$ cat config.mk
export PLATFORM = sky130hd
export DESIGN_NAME = kernel_stream_drain
export DESIGN_NICKNAME = d
export VERILOG_FILES = /design/src/rtl/kernel_stream_drain.sv
export SDC_FILE = /design/constraint.sdc
export NUM_CORES = 1
export LEC_CHECK = 0
export ABC_AREA = 1
export BUFFER_PORTS_ARGS = -buffer_cell sky130_fd_sc_hd__buf_4
export CORE_MARGIN = 2
export CORE_UTILIZATION = 50
export CTS_BUF_LIST = sky130_fd_sc_hd__clkbuf_4 sky130_fd_sc_hd__clkbuf_8
export CTS_CLUSTER_DIAMETER = 80
export CTS_CLUSTER_SIZE = 12
export DETAILED_ROUTE_END_ITERATION = 10
export GPL_ROUTABILITY_DRIVEN = 0
export PLACE_DENSITY = 0.77
export SYNTH_ARGS = -nofsm -noshare
export SYNTH_HDL_FRONTEND = slang
export SYNTH_SLANG_ARGS = --single-unit
export TNS_END_PERCENT = 1
$ cat constraint.sdc
create_clock -name clk -period 8.39 [get_ports clk]
set_clock_uncertainty 0.2 [all_clocks]
set_input_delay 0.839 -clock clk [delete_from_list [all_inputs] [get_ports clk]]
set_output_delay 0.839 -clock clk [all_outputs]
set_load 0.05 [all_outputs]
$ cat src/rtl/kernel_stream_drain.sv
// Kernel output stream consumer: show-ahead FIFO, job length sequencing and done pulse.
// Optional rotate-XOR checksum of accepted words when DRAIN_CHECKSUM_EN is defined.
module kernel_stream_drain #(
  parameter int STREAMW = 34,
  parameter int DEPTH   = 4,
  parameter int CNTW    = 32
) (
  input  logic               clk,
  input  logic               rst,
  input  logic               start,
  input  logic [CNTW-1:0]    nwords,
  input  logic               kvalid,
  input  logic [STREAMW-1:0] kdata,
  output logic               kready,
  output logic               hvalid,
  output logic [STREAMW-1:0] hdata,
  input  logic               hready,
  output logic               busy,
  output logic               done,
  output logic [CNTW-1:0]    count,
  output logic [STREAMW-1:0] checksum
);
  localparam int AW = $clog2(DEPTH);

  typedef enum logic [1:0] {IDLE, RUN, FLUSH, DONE} state_t;
  state_t state;

  logic [STREAMW-1:0] mem [DEPTH];
  logic [AW:0]        wr_ptr, rd_ptr;
  logic [CNTW-1:0]    len_q;
  logic               empty, full, accept, pop, job_start;

  assign empty  = (wr_ptr == rd_ptr);
  assign full   = (wr_ptr[AW-1:0] == rd_ptr[AW-1:0]) && (wr_ptr[AW] != rd_ptr[AW]);

  // kready depends only on registered state so the kernel's ovalid->oready path stays acyclic
  assign kready    = (state == RUN) && !full;
  assign accept    = kvalid && kready;
  assign hvalid    = !empty;
  assign hdata     = mem[rd_ptr[AW-1:0]];
  assign pop       = hvalid && hready;
  assign busy      = (state == RUN) || (state == FLUSH);
  assign done      = (state == DONE);
  assign job_start = (state == IDLE) && start;

  always_ff @(posedge clk or posedge rst) begin
    if (rst) begin
      wr_ptr <= '0;
      rd_ptr <= '0;
      for (int i = 0; i < DEPTH; i++) mem[i] <= '0;
    end else begin
      if (accept) begin
        mem[wr_ptr[AW-1:0]] <= kdata;
        wr_ptr              <= wr_ptr + 1'b1;
      end
      if (pop) rd_ptr <= rd_ptr + 1'b1;
    end
  end

  always_ff @(posedge clk or posedge rst) begin
    if (rst) begin
      state <= IDLE;
      len_q <= '0;
      count <= '0;
    end else begin
      case (state)
        IDLE: if (start) begin
          count <= '0;
          if (nwords != '0) begin
            len_q <= nwords;
            state <= RUN;
          end else begin
            state <= DONE;
          end
        end
        RUN: if (accept) begin
          count <= count + 1'b1;
          if ((count + 1'b1) == len_q) state <= FLUSH;
        end
        FLUSH: if (empty) state <= DONE;
        DONE:  state <= IDLE;
        default: state <= IDLE;
      endcase
    end
  end

`ifdef DRAIN_CHECKSUM_EN
  logic [STREAMW-1:0] cks_q;
  always_ff @(posedge clk or posedge rst) begin
    if (rst)            cks_q <= '0;
    else if (job_start) cks_q <= '0;
    else if (accept)    cks_q <= {cks_q[STREAMW-2:0], cks_q[STREAMW-1]} ^ kdata;
  end
  assign checksum = cks_q;
`else
  assign checksum = '0;
`endif

endmodule

==> out/metrics.cfg <==
[synth]
synth-compound-area-share_pct=8.753
seq_area_frac_synth_pct=47.41
synth_area_leaders=dfrtp_1, mux2_2, nand2_1
async_reset_ff_share_pct=100.0
synth_common_cells=nand2_1, dfrtp_1, nor2_1, mux2_2, o21ai_0
synthAdderAreaFrac_pct=1.140
synth_warnings=0
yosys_most_used_dff=dfrtp_1
synth_edf_count=0
synthCells=1217
synth.avg_cell_area_sq_um=9.021
synthXorXnorAreaFrac_pct=1.117
synth_top_family_by_area=simple AND/OR/NAND/NOR gates
synthSimpleGateAreaFrac_pct=20.01
syn_area_sq_mm=0.01098
yosysTopAreaCell=dfrtp_1
synth-seq-cells=208
synthMuxAreaShare_pct=13.85
synth_cell_types=38
synth_most_common_cell=nand2_1
synth_top_area_share_pct=47.41

[sta]
period_share_pct=43.17
fin_crit_ns=3.622
slew-limit-headroom_pct=26.70
tns_ns=0
drv_slew=0
setup_violations=0
worst_slew_pin_slew_ns=1.097
rsz0062_at_grt=no
hold_violations=0
fmax_mhz=276.1

[floorplanning]
die_area_sq_mm=0.02316
coreArea_sq_mm=0.02169
rows=54
fp.dieW_um=152.2
io_pins=175
die_height_um=152.2
start_util_pct=50.62

[worst_setup_path]
r2r_cells=12
worstReg2RegEnd=count[16]$_DFFE_PP0P_
r2r_start=state[1]$_DFFE_PP0P_
cpMostUsedCell=buf_4
r2r_slack_ns=5.05
worstPathRequired_ns=7.35
path_buf_inv=4
critPathKind=reg -> out
cp_top_family=buffers and inverters
path_cells=buf_4, inv_1, buf_4, o21ai_0, o22ai_1, buf_4
start_kind=flop
worstPathArrival_ns=2.58
cp-end-kind=primary output
critPathSlowestCell=dfrtp_1
worstPathMaxFanout=35
critPathMaxStageDelay_ns=0.39

[power]
p_leak_uw=0.005915
vdd_drop_max_mv=0.3404
p_comb_share_pct=50.5
intPower_uw=2531
power_density_mw_per_mm2=370.8
p_seq_share_pct=36.2
power.switching_uw=2103
finalPower_uw=4634
switching_share_pct=45.37
power_frac_clock_pct=13.3

[grt]
grt_pass1_wl_mm=43.33
grt_antenna_before_repair=0
grt_pass1_vias=8837
grt_use_total_pct=22.55
grt_max_degree=135
overflow=0

[finish]
multi_input_area_sq_mm=0.005074
areaGrowthSynthToFinish_pct=13.84
n_fill_cell=1920
final_nets=1426
seq_area_sq_mm=0.005206
drive_gt1_share_pct=25.74
final_area_sq_mm=0.01250
insertedDiodeCount=0

[clock_tree]
cts_tree=done
cts_sinks=208
cts_hold_buf=0
numCtsBuffers=22
cts-resized-gates=0
insertion_delay_ns=0.56
h-tree-depth=1
cts.clk_slew.worst_paths_ns=0.08
post_cts_buffers=0
cts-root-buf=clkbuf_8
cts.path.max_buffers=3

[route]
drcViolationCount=0
firstDrtPassIters=5
vias=8943
final_antenna_net_count=0
drtIter0Drc=541
vias_per_cell=5.493
drt-total-wl_mm=26.39
drt-wirelength-per-cell_um=16.21

[hold_path]
hp-class=in -> async

[place]
port_buffers=140
hpwlAfterDp_mm=17.78
dpl_cell_area_sq_mm=0.01213

[run]
maxCapViolCount=0

[outcome]
status=finished clean

sequential cells by signal, indices dropped and copies added, names as in the netlist:
signal,count
len_q,32
state,2
rd_ptr,3
count,32
wr_ptr,3
mem,136
power by group through the flow:
stage / clock (uW) / combinational, uW / sequential [uW]
detailed placement: 0 / 2350 / 1690
global route: 670 / 2530 / 1730
CTS: 632 / 2360 / 1680
floorplan: 0 / 1800 / 1630
global placement: 0 / 2300 / 1670
finish: 616 / 2340 / 1680
cell type report:
type / instances / share of cell area (%)
Clock inverter: 3 / 0.3104
Sequential cell: 208 / 41.66
Timing Repair Buffer: 149 / 8.951
Inverter: 100 / 3.084
Clock buffer: 24 / 2.593
Multi-Input combinational cell: 864 / 40.60
Tap cell: 280 / 2.803
per-stage QoR:
step	utilization, %	std cells	hold WS (ns)	setup WS, ns
after floorplan	-	1250	0.2530	1.670
after global placement	55.95	1601	0.2696	5.089
after detailed placement	55.95	1601	0.2847	5.052
after CTS	57.62	1628	0.3015	4.761
after global routing	57.62	1628	0.3080	4.671
final	57.62	1628	0.2963	4.768
cells by family (layout without fill, tap and decap cells):
kind of cell | count (synthesis) | in the layout
flip-flops | 208 | 208
XOR/XNOR | 14 | 14
buffers and inverters | 178 | 276
multiplexers | 135 | 135
other | 1 | 34
AND/OR/NAND/NOR | 494 | 494
AO/OA/AOI/OAI | 177 | 177
adder cells (fa/ha/maj) | 10 | 10
worst register-to-register path: cells and delay by family, from the launching register on:
kind | cells | cell delay (ns)
and+or+nand+nor | 5 | 0.90
buffers and inverters | 4 | 1.27
adders and majority gates | 1 | 0.28
DFF | 1 | 0.42
AOI/OAI and AO/OA | 2 | 0.18
layer usage:
layer / vias up / part of all wire, % / global-route usage, %
met3: 52 / 7.2 / 4.835
met5: - / 0 / 0
met1: 4366 / 42 / 28.59
met2: 295 / 48 / 38.80
li1: 4230 / - / -
met4: 0 / 2.5 / 7.076
layout by cell type, fill, tap and decap left out, types with 4 or more instances in the layout:
cell      count
nand3_1      83
clkbuf_8     23
xor2_1       10
nor2_4       11
xnor2_1       4
nand2_1     220
buf_4       149
conb_1       34
inv_1        94
inv_2         4
mux2_2      135
nor2_1      139
nand3b_1     11
a21oi_1      10
o21ai_0     115
dfrtp_1     207
ha_1         10
nand4_1      10
nand2_2       7
o22ai_1      44
worst max path at each step:
| stage | start | endpoint | depth (start not counted) |
|---|---|---|---|
| after floorplan | rst | count[0]$_DFFE_PP0P_ | 1 |
| after global placement | state[1]$_DFFE_PP0P_ | count[24]$_DFFE_PP0P_ | 12 |
| after detailed placement | state[1]$_DFFE_PP0P_ | count[16]$_DFFE_PP0P_ | 12 |
| after CTS | rd_ptr[1]$_DFFE_PP0P_ | hdata[32] | 7 |
| after global routing | rd_ptr[1]$_DFFE_PP0P_ | hdata[33] | 6 |
| final | rd_ptr[1]$_DFFE_PP0P_ | hdata[15] | 6 |
Power figures use the tool's default switching activity.
